**src/rtl/mips_periph_pkg.sv**
```systemverilog
// Register offsets and bit positions shared by the MIPS memory-mapped peripherals.
package mips_periph_pkg;

  localparam logic [1:0] TMR_CTRL   = 2'd0;
  localparam logic [1:0] TMR_LOAD   = 2'd1;
  localparam logic [1:0] TMR_COUNT  = 2'd2;
  localparam logic [1:0] TMR_STATUS = 2'd3;

  localparam int CTRL_EN      = 0;
  localparam int CTRL_AR      = 1;
  localparam int CTRL_IE      = 2;
  localparam int CTRL_PRE_LSB = 8;

  localparam int STATUS_EXP = 0;

endpackage

```
**src/rtl/mips_timer_prescaler.sv**
```systemverilog
// Prescaler for the countdown timer: emits one tick every PRE+1 enabled cycles.
module mips_timer_prescaler #(
  parameter int PRE_W = 8
) (
  input  logic             clk,
  input  logic             reset,
  input  logic             en,
  input  logic             clr,
  input  logic [PRE_W-1:0] pre,
  output logic             tick
);

  logic [PRE_W-1:0] cnt_q;
  logic [PRE_W-1:0] cnt_d;

  // A clear (CTRL write) suppresses the tick so new settings start from a clean period.
  assign tick = en && !clr && (cnt_q == pre);

  always_comb begin
    cnt_d = cnt_q + PRE_W'(1);
    if (!en || clr || (cnt_q == pre)) begin
      cnt_d = '0;
    end
  end

  always_ff @(posedge clk or negedge reset) begin
    if (!reset) begin
      cnt_q <= '0;
    end else begin
      cnt_q <= cnt_d;
    end
  end

endmodule

```
**src/rtl/mips_timer.sv**
```systemverilog
// Memory-mapped countdown timer for the single-cycle MIPS data port: prescaler,
// one-shot or auto-reload countdown, sticky expiry flag and level interrupt.
module mips_timer
  import mips_periph_pkg::*;
#(
  parameter int CNT_W = 32,
  parameter int PRE_W = 8
) (
  input  logic        clk,
  input  logic        reset,
  input  logic        sel,
  input  logic        we,
  input  logic [3:0]  addr,
  input  logic [31:0] wdata,
  output logic [31:0] rdata,
  output logic        irq
);

  logic             en_q, en_d;
  logic             ar_q, ar_d;
  logic             ie_q, ie_d;
  logic [PRE_W-1:0] pre_q, pre_d;
  logic [CNT_W-1:0] load_q, load_d;
  logic [CNT_W-1:0] count_q, count_d;
  logic             exp_q, exp_d;

  logic       wr;
  logic [1:0] idx;
  logic       tick;
  logic       unused_bits;

  assign wr          = sel && we;
  assign idx         = addr[3:2];
  assign unused_bits = ^{addr[1:0], wdata};

  mips_timer_prescaler #(
    .PRE_W (PRE_W)
  ) u_prescaler (
    .clk   (clk),
    .reset (reset),
    .en    (en_q),
    .clr   (wr && (idx == TMR_CTRL)),
    .pre   (pre_q),
    .tick  (tick)
  );

  always_comb begin
    en_d    = en_q;
    ar_d    = ar_q;
    ie_d    = ie_q;
    pre_d   = pre_q;
    load_d  = load_q;
    count_d = count_q;
    exp_d   = exp_q;

    // W1C is applied before the countdown so a same-cycle expiry still sets EXP.
    if (wr && (idx == TMR_STATUS) && wdata[STATUS_EXP]) begin
      exp_d = 1'b0;
    end

    if (tick) begin
      if (count_q != '0) begin
        count_d = count_q - CNT_W'(1);
      end else begin
        exp_d = 1'b1;
        if (ar_q) begin
          count_d = load_q;
        end else begin
          en_d = 1'b0;
        end
      end
    end

    // CPU writes to CTRL/LOAD/COUNT override any countdown update this cycle.
    if (wr) begin
      case (idx)
        TMR_CTRL: begin
          en_d  = wdata[CTRL_EN];
          ar_d  = wdata[CTRL_AR];
          ie_d  = wdata[CTRL_IE];
          pre_d = wdata[CTRL_PRE_LSB +: PRE_W];
        end
        TMR_LOAD:  load_d  = wdata[CNT_W-1:0];
        TMR_COUNT: count_d = wdata[CNT_W-1:0];
        default: ;
      endcase
    end
  end

  always_ff @(posedge clk or negedge reset) begin
    if (!reset) begin
      en_q    <= 1'b0;
      ar_q    <= 1'b0;
      ie_q    <= 1'b0;
      pre_q   <= '0;
      load_q  <= '0;
      count_q <= '0;
      exp_q   <= 1'b0;
    end else begin
      en_q    <= en_d;
      ar_q    <= ar_d;
      ie_q    <= ie_d;
      pre_q   <= pre_d;
      load_q  <= load_d;
      count_q <= count_d;
      exp_q   <= exp_d;
    end
  end

  always_comb begin
    rdata = '0;
    if (sel) begin
      case (idx)
        TMR_CTRL: begin
          rdata[CTRL_EN]                  = en_q;
          rdata[CTRL_AR]                  = ar_q;
          rdata[CTRL_IE]                  = ie_q;
          rdata[CTRL_PRE_LSB +: PRE_W]    = pre_q;
        end
        TMR_LOAD:   rdata[CNT_W-1:0]  = load_q;
        TMR_COUNT:  rdata[CNT_W-1:0]  = count_q;
        TMR_STATUS: rdata[STATUS_EXP] = exp_q;
        default: ;
      endcase
    end
  end

  assign irq = exp_q & ie_q;

endmodule

```
**config.mk**
```make
export PLATFORM = sky130hd
export DESIGN_NAME = mips_timer
export DESIGN_NICKNAME = d
export VERILOG_FILES = /design/src/rtl/mips_periph_pkg.sv /design/src/rtl/mips_timer_prescaler.sv /design/src/rtl/mips_timer.sv
export SDC_FILE = /design/constraint.sdc
export NUM_CORES = 1
export LEC_CHECK = 0
export ABC_CLOCK_PERIOD_IN_PS = 3100
export CAP_MARGIN = 20
export CORE_MARGIN = 4
export CORE_UTILIZATION = 45
export CTS_BUF_LIST = sky130_fd_sc_hd__clkbuf_4
export CTS_CLUSTER_DIAMETER = 40
export DETAILED_ROUTE_END_ITERATION = 12
export HOLD_SLACK_MARGIN = 0.02
export PLACE_DENSITY = 0.72
export SLEW_MARGIN = 10
export SYNTH_ARGS = -nofsm -noshare
export SYNTH_HDL_FRONTEND = slang
export SYNTH_SLANG_ARGS = --single-unit
```
**constraint.sdc**
```tcl
create_clock -name clk -period 3.1 [get_ports clk]
set_clock_uncertainty 0.05 [all_clocks]
set_input_delay 0.62 -clock clk [delete_from_list [all_inputs] [get_ports clk]]
set_output_delay 0.62 -clock clk [all_outputs]
set_load 0.01 [all_outputs]
```
## Word-level counts from Yosys, hierarchy flattened

Cells that the tools add are included.

- Bits in writable memories: 0
- Bits in latches: 0
- Memories kept: 0
- Logic and storage cells: 49
- Output and inout bits: 33
- ROM bits: 0
- Bits of input ports: 40
- Register bits: 84

- Divide/modulo/power cells: 0
- Reduce and logical (&&, ||, !) cells: 14
- Multiplexer cells: 20
- Bitwise logic cells: 1
- Shifts and indexed selects: 0
- $mul: 0
- Eq/ne operators: 4
- Magnitude comparators: 0
- Add/sub/neg operators: 2

Operators by type and width:

| cell | number |
|---|---|
| two-way mux 32 bit | 6 |
| case mux 16 bit (2 select lines) | 1 |
| nonzero test 32 bit | 1 |
| subtractor 32 x 1 -> 32 bit (second input constant) | 1 |
| case mux 8 bit (3 select lines) | 1 |
| case mux 5 bit (2 select lines) | 1 |
| adder 8 x 1 -> 8 bit (second input constant) | 1 |
| == test 8 bit | 1 |
| two-way mux 1 bit | 8 |
| two-way mux 8 bit | 1 |
| logical AND 1 bit | 6 |
| case mux 2 bit (3 select lines) | 1 |
| == test 2 bit (second input constant) | 2 |
| case mux 1 bit (4 select lines) | 1 |
| AND reduction 2 bit | 2 |
| == test 2 x 1 -> 1 bit (second input constant) | 1 |
| logical NOT 1 bit | 2 |
| logical NOT 2 bit | 1 |
| logical OR 1 bit | 2 |
| AND 1 bit | 1 |

## Longest topological paths before layout

Gate-level depths: netlist of run 1.

- Word-level depth: 8
- Depth in mapped cells: 10
- Depth with buffers taken out: 8

## Modules after synthesis

From an unflattened synthesis of run 1, not the netlist that was laid out.

- Cells, all modules: 587
- Area, all modules: 5466.5 µm²

Modules (own cells, without submodules):

| module | area each (µm²) | cells each | sequential area each (µm²) | times used |
|---|---|---|---|---|
| mips_timer | 4946.0 | 540 | 1901.8 | 1 |
| mips_timer_prescaler | 520.5 | 47 | 200.2 | 1 |

## Worst setup path after synthesis of run 1

Ideal clock, no wire load.

- Path kind: reg2reg
- Start point: reg count_q[0]
- End point: reg count_q[15]
- Data required time: 2929 ps
- Slack: 569 ps
- Period minus slack after synthesis: 2531 ps
- Data arrival time: 2360 ps
- Setup time: 121 ps
- Path buffers: 1
- Stages on the path, launching flop included: 10
- Path through: dfrtp_1 inv_1 ha_1 nor4b_1 nand2_1 or3b_1 buf_2 or2_4 o22a_1 a22o_1

- Word-level cells in the longest chain between the ends: 5
- Elaborated cells between the ends (all ways): 6
- Classes of those cells: add/sub: 1; mux: 4; reduce/logical: 1

RTL lines:

| item | line | source |
|---|---|---|
| from (decl) | mips_timer.sv:24 | `logic [CNT_W-1:0] count_q, count_d;` |
| from (signal assigned) | mips_timer.sv:105 | `count_q <= count_d;` |
| subtractor 32 x 1 -> 32 bit or nonzero test 32 bit (tied branches) | mips_timer.sv:63, mips_timer.sv:62 |  |
| two-way mux 32 bit (*) | mips_timer.sv:62 | `if (count_q != '0) begin` |
| two-way mux 32 bit (*) | mips_timer.sv:61 | `if (tick) begin` |
| two-way mux 32 bit | mips_timer.sv:76 | `case (idx)` |
| two-way mux 32 bit (*) | mips_timer.sv:75 | `if (wr) begin` |
| net count_d[15] | mips_timer.sv:24 |  |

Mark *: on every way through the listed nets, which the timed path passes. The rest lies on a longest branch.
A chain may end at the register's enable or synchronous reset.

## Worst setup path in the final report of run 1

- Start point: in addr[3]
- End point: out rdata[15]

- Word-level cells in the longest chain between the ends: 3
- Elaborated cells between the ends (all ways): 5
- Classes of those cells: eq/ne: 2; mux: 2; reduce/logical: 1

RTL lines:

| item | line | source |
|---|---|---|
| from (decl) | mips_timer.sv:13 | `input logic [3:0] addr,` |
| == test 2 bit, or another cell as far along | mips_timer.sv:113 | `case (idx)` |
| case mux 8 bit (3 select lines) (*) | mips_timer.sv:113 |  |
| two-way mux 32 bit (*) | mips_timer.sv:112 | `if (sel) begin` |
| to (decl) | mips_timer.sv:15 | `output logic [31:0] rdata,` |

Mark *: on every way between the ends. The rest lies on a longest branch, timed or not.

==> out/results.ini, run 1 <==
[outcome]
status = finished clean

[timing]
setup_viol = 0
timing_max_transition_violations_final = 0
period_share_pct = 96.9
relSlewSlack_pct = 52.4
worst_slack_ns = 0.0952
tightestPinTransition_ns = 0.708
rsz0062_at_grt = no
fin_crit_ns = 3.00
fmax_mhz = 333
finalHoldViolations = 0

[pwr]
p_sw_share_pct = 34.7
netSwitchingPower_mw = 1.04
p_comb_share_pct = 25.2
p_int_mw = 1.96
ir_worst_vdd_v = 0.000325
p_leak_nw = 2.72
pwr-share-seq_pct = 52.8
powerDensity_nw_per_um2 = 475
pwr-share-clk_pct = 22.0

[logic_synthesis]
syn_nets = 588
ys_async_sr_fraction_pct = 100
synth_top_area_cell = dfrtp_1
synth_top_area_share_pct = 41.2
synth_area_leaders = dfrtp_1, mux2_2, nor2_1
synth_most_common_cell = dfrtp_1
yosysUniqueCellTypes = 68
yosys_warnings = 0
post_synth_most_frequent_cells = dfrtp_1, nor2_1, mux2_2
synth_seq_cells = 84
synth_area_um2 = 5100
ys_seq_area_share_pct = 41.2
synth_edf_count = 0
synth_ff_type = dfrtp_1
synth_cells = 540
synth.avg_cell_area_um2 = 9.44

[finish]
syn_to_final_growth_pct = 23.9
final_nets = 670
final_util_pct = 57.5
antennaDiodeCount = 0
layout-drive-gt1-share_pct = 18.8
finalNonFillerCells = 767
fin_area_um2 = 6320

[route]
first_pass_iters = 6
drt-total-wl_um = 14700
routed_via_density = 6.11
drtIter0Drc = 468
drc = 0
ant_nets = 0
num_vias = 4687
wl_per_cell_um = 19.1

[critical_path]
cp_max_fo = 11
start_kind = input pin
worst_ep_arrival_time_ns = 2.33
critPathKind = in -> out
cp-end-kind = primary output
required_ns = 2.43

[floorplan]
rows = 38
die_area_um2 = 13100
die_h_um = 114
initial_core_util_pct = 46.4
core-area_um2 = 11000
die_w_um = 114
io_pins = 73

[run]
drv_cap = 0

[clock_tree]
htreeDepth = 3
cts.clk_slew.worst_paths_ns = 0.14
clockRootBuffer = clkbuf_4
cts_tree = yes
clk_path_buf_depth = 2
post-cts-setup-buffer-count = 0
cts.sinks = 84
ctsHoldBuffers = 0
cts_buffers = 9
clk_latency_ns = 0.45

[place]
post_dp_cell_area_um2 = 6200
hpwl_um = 10700
gp_congestion = 0.921
port_buffers = 70
dp_cells = 751
pre_cts_ws_ns = -0.137

[worst_hold_path]
hp-class = in -> async

[global_route]
globalRouteOverflowTotal = 0
grt_pass1_vias = 4746
grt_max_degree = 45
grt_pass1_wl_um = 24200
antenna_found_initial = 0
track_usage_pct = 23.0

[stage by stage]
step | setup TNS [ns] | hold WS (ns) | power [mW]
after CTS | 0 | 0.0923 | 3.01
final | 0 | 0.0848 | 3.00
after floorplan | 0 | 0.274 | 2.02
after global routing | 0 | 0.0943 | 3.17
after detailed placement | -2.81 | 0.473 | 2.37
after global placement | -2.06 | 0.452 | 2.33
[flip-flops by register name, indices dropped and copies added (netlist names)]
signal,flops
exp_q,1
pre_q,8
count_q,32
en_q,1
load_q,32
ar_q,1
ie_q,1
u_prescaler.cnt_q,8
[cells in the final DEF, fill, tap and decap left out, types with 13 or more instances in the layout]
| master | instances |
|---|---|
| a22oi_1 | 24 |
| a21oi_1 | 25 |
| o21ai_0 | 28 |
| xor2_1 | 14 |
| clkdlybuf4s50_1 | 37 |
| nand3_1 | 17 |
| mux2_2 | 41 |
| nand2_1 | 35 |
| buf_4 | 34 |
| dlygate4sd2_1 | 31 |
| dfrtp_1 | 84 |
| nor2_1 | 69 |
| nor3_1 | 13 |
[logic make-up after synthesis]
family / synth area share (%)
AND/OR/NAND/NOR: 20.7
AO/OA/AOI/OAI: 18.8
flip-flops: 41.2
buffers and inverters: 4.03
multiplexers: 9.84
XOR/XNOR: 3.44
adder cells (fa/ha/maj): 1.96
[layout make-up]
type	count	area, µm²
Clock buffer	9	67.6
Sequential cell	84	2100
Multi-Input combinational cell	406	2800
Inverter	10	37.5
Tap cell	140	175
Clock inverter	7	75.1
Fill cell	977	4670
Timing Repair Buffer	111	1060
[critical path, stage by stage]
cell	delay, ns
clkdlybuf4s50_1	0.52
inv_1	0.08
ha_2	0.21
buf_12	0.15
a222oi_1	0.36
nor2_1	0.09
dlygate4sd2_1	0.29
[power groups by stage]
stage | sequential (mW) | clock, mW | combinational [mW]
after floorplan | 1.50 | 0 | 0.521
after global placement | 1.58 | 0 | 0.743
after detailed placement | 1.60 | 0 | 0.770
after CTS | 1.57 | 0.677 | 0.758
after global routing | 1.61 | 0.726 | 0.832
final | 1.58 | 0.659 | 0.757
[per-layer routing]
layer / GRT usage (%) / part of all wire, % / vias to the layer above
li1: - / - / 2176
met1: 31.1 / 44 / 2307
met2: 36.9 / 48 / 179
met3: 5.23 / 7.1 / 25
met4: 6.73 / 1.6 / 0
met5: 0 / 0 / -
[path summary, 6_finish.rpt]
| kind | start | to | slack [ns] | depth (start not counted) |
|---|---|---|---|---|
| max | addr[3] | rdata[15] | 0.1 | 7 |
| min | reset | count_q[26]$_DFF_PN0_ | 0.08 | 1 |
| max reg2reg | count_q[6]$_DFF_PN0_ | count_q[31]$_DFF_PN0_ | 0.28 | 6 |
| min reg2reg | load_q[10]$_DFFE_PN0P_ | load_q[10]$_DFFE_PN0P_ | 0.51 | 1 |
| max in group asynchronous | reset | count_q[13]$_DFF_PN0_ | 2.29 | 2 |
| min in group clk | load_q[10]$_DFFE_PN0P_ | load_q[10]$_DFFE_PN0P_ | 0.51 | 1 |
[repair_timing]
| action | CTS | global route |
|---|---|---|
| setup endpoints to repair | 32 | 2 |
| gates resized for setup | 35 | 1 |
| pin swaps | 7 | 1 |
Power figures use the tool's default switching activity.
==> run 2, diff against run 1 <==
--- a/config.mk
+++ b/config.mk
@@ -6,7 +6,7 @@
 export NUM_CORES = 1
 export LEC_CHECK = 0
 export ABC_CLOCK_PERIOD_IN_PS = 3100
-export CAP_MARGIN = 20
+export CAP_MARGIN = 30
 export CORE_MARGIN = 4
 export CORE_UTILIZATION = 45
 export CTS_BUF_LIST = sky130_fd_sc_hd__clkbuf_4
==> results of run 2 <==
The final DEF is identical to that of run 1; final timing and power are the same.
==> run 3, diff against run 2 <==
--- a/config.mk
+++ b/config.mk
@@ -13,6 +13,7 @@
 export CTS_CLUSTER_DIAMETER = 40
 export DETAILED_ROUTE_END_ITERATION = 12
 export HOLD_SLACK_MARGIN = 0.02
+export MAX_ROUTING_LAYER = met4
 export PLACE_DENSITY = 0.72
 export SLEW_MARGIN = 10
 export SYNTH_ARGS = -nofsm -noshare
==> out/results.ini, run 3 (same netlist as run 1, synthesis figures left out) <==
[floorplan]
initial_core_util_pct = 46.4
die_area_um2 = 13100
die_w_um = 114
core-area_um2 = 11000
die_h_um = 114
rows = 38
io_pins = 73

[timing]
relSlewSlack_pct = 60.2
timing_max_transition_violations_final = 0
worst_slack_ns = 0.0642
finalHoldViolations = 0
setup_viol = 0
tightestPinTransition_ns = 0.591
rsz0062_at_grt = no
fmax_mhz = 329
fin_crit_ns = 3.04
period_share_pct = 97.9

[finish]
final_util_pct = 57.5
final_nets = 667
fin_area_um2 = 6310
antennaDiodeCount = 0
syn_to_final_growth_pct = 23.9
largest_registers = count_q: 32 flops, load_q: 32 flops
final_common_cell = dfrtp_1
mostFrequentLayoutCells = dfrtp_1, nor2_1, mux2_2
finalNonFillerCells = 764
layout-drive-gt1-share_pct = 18.4

[pwr]
finalPower_mw = 2.90
p_leak_nw = 2.74
powerDensity_nw_per_um2 = 460
ir_worst_vdd_v = 0.000234

[clock_tree]
clk_path_buf_depth = 2
cts.clk_slew.worst_paths_ns = 0.12
cts_tree = yes
cts.sinks = 84
clockRootBuffer = clkbuf_4
clk_latency_ns = 0.45
post-cts-setup-buffer-count = 0
htreeDepth = 3
cts_buffers = 9

[critical_path]
cp-end-kind = primary output
required_ns = 2.43
reg2reg_depth = 6
cp_max_fo = 10
start_kind = input pin
worst_ep_arrival_time_ns = 2.37
critPathKind = in -> out

[global_route]
antenna_found_initial = 0
track_usage_pct = 23.3
grt_pass1_vias = 4691
grt_pass1_wl_um = 24000
grt_max_degree = 45
globalRouteOverflowTotal = 0

[route]
drc = 0
num_vias = 4696
drt-total-wl_um = 14400
first_pass_iters = 5
drtIter0Drc = 472
routed_via_density = 6.15
ant_nets = 0
wl_per_cell_um = 18.9

[place]
dp_cells = 748
pre_cts_ws_ns = -0.177
hpwl_um = 10400
port_buffers = 70
gp_congestion = 0.921
post_dp_cell_area_um2 = 6200

[outcome]
status = finished clean

[run]
drv_cap = 0

[worst_hold_path]
hp-class = in -> async

## run 3: repair_timing
item / in CTS / in global routing
pin swaps: 3 / 1
setup endpoints to repair: 32 / 5
gates resized for setup: 39 / 3
hold buffers: 0 / 0
## run 3: critical path: stages
cell             delay [ns]
clkdlybuf4s50_1        0.48
inv_1                  0.07
ha_2                   0.23
buf_12                 0.15
a222oi_1               0.41
nor2_1                 0.10
dlygate4sd2_1          0.30
## run 3: through the flow
step / setup TNS (ns) / hold slack [ns]
2_1_floorplan: 0 / 0.274
3_3_place_gp: -2.70 / 0.451
3_5_place_dp: -4.21 / 0.463
4_1_cts: 0 / 0.0945
5_1_grt: 0 / 0.116
6_report: 0 / 0.0887
## run 3: layout make-up
type                    instances  area [µm²]
fillers                       966        4670
multi-input cells             406        2800
flip-flops and latches         84        2100
repair buffers                108        1090
well taps                     140         175
clock buffers                  12        90.1
inverters                      10        37.5
clock inverters                 4        26.3
## run 3: worst paths after layout
kind	startpoint	end	slack (ns)
min	reset	load_q[31]$_DFFE_PN0P_	0.09
max in group asynchronous	reset	u_prescaler.cnt_q[7]$_DFF_PN0_	2.29
min in group clk	ie_q$_DFFE_PN0P_	ie_q$_DFFE_PN0P_	0.50
min reg2reg	ie_q$_DFFE_PN0P_	ie_q$_DFFE_PN0P_	0.50
max reg2reg	count_q[6]$_DFF_PN0_	count_q[31]$_DFF_PN0_	0.31
max	addr[2]	rdata[15]	0.06
## run 3: report_power, final
group          leakage [nW]  internal, mW  switching (mW)  total [mW]
sequential             1.03          1.31           0.267        1.58
combinational          1.64         0.400           0.355       0.754
clock                0.0673         0.191           0.380       0.571
total                  2.74          1.90            1.00        2.90
## run 3: per-layer routing
| layer | wire [µm] | share of wire [%] | GRT usage (%) | vias up |
|---|---|---|---|---|
| met4 | 211 | 1.5 | 6.02 | 0 |
| met1 | 6390 | 44 | 31.3 | 2300 |
| met2 | 6840 | 47 | 36.8 | 198 |
| met3 | 1000 | 6.9 | 3.96 | 26 |
| li1 | - | - | - | 2172 |
| met5 | 0 | 0 | - | - |
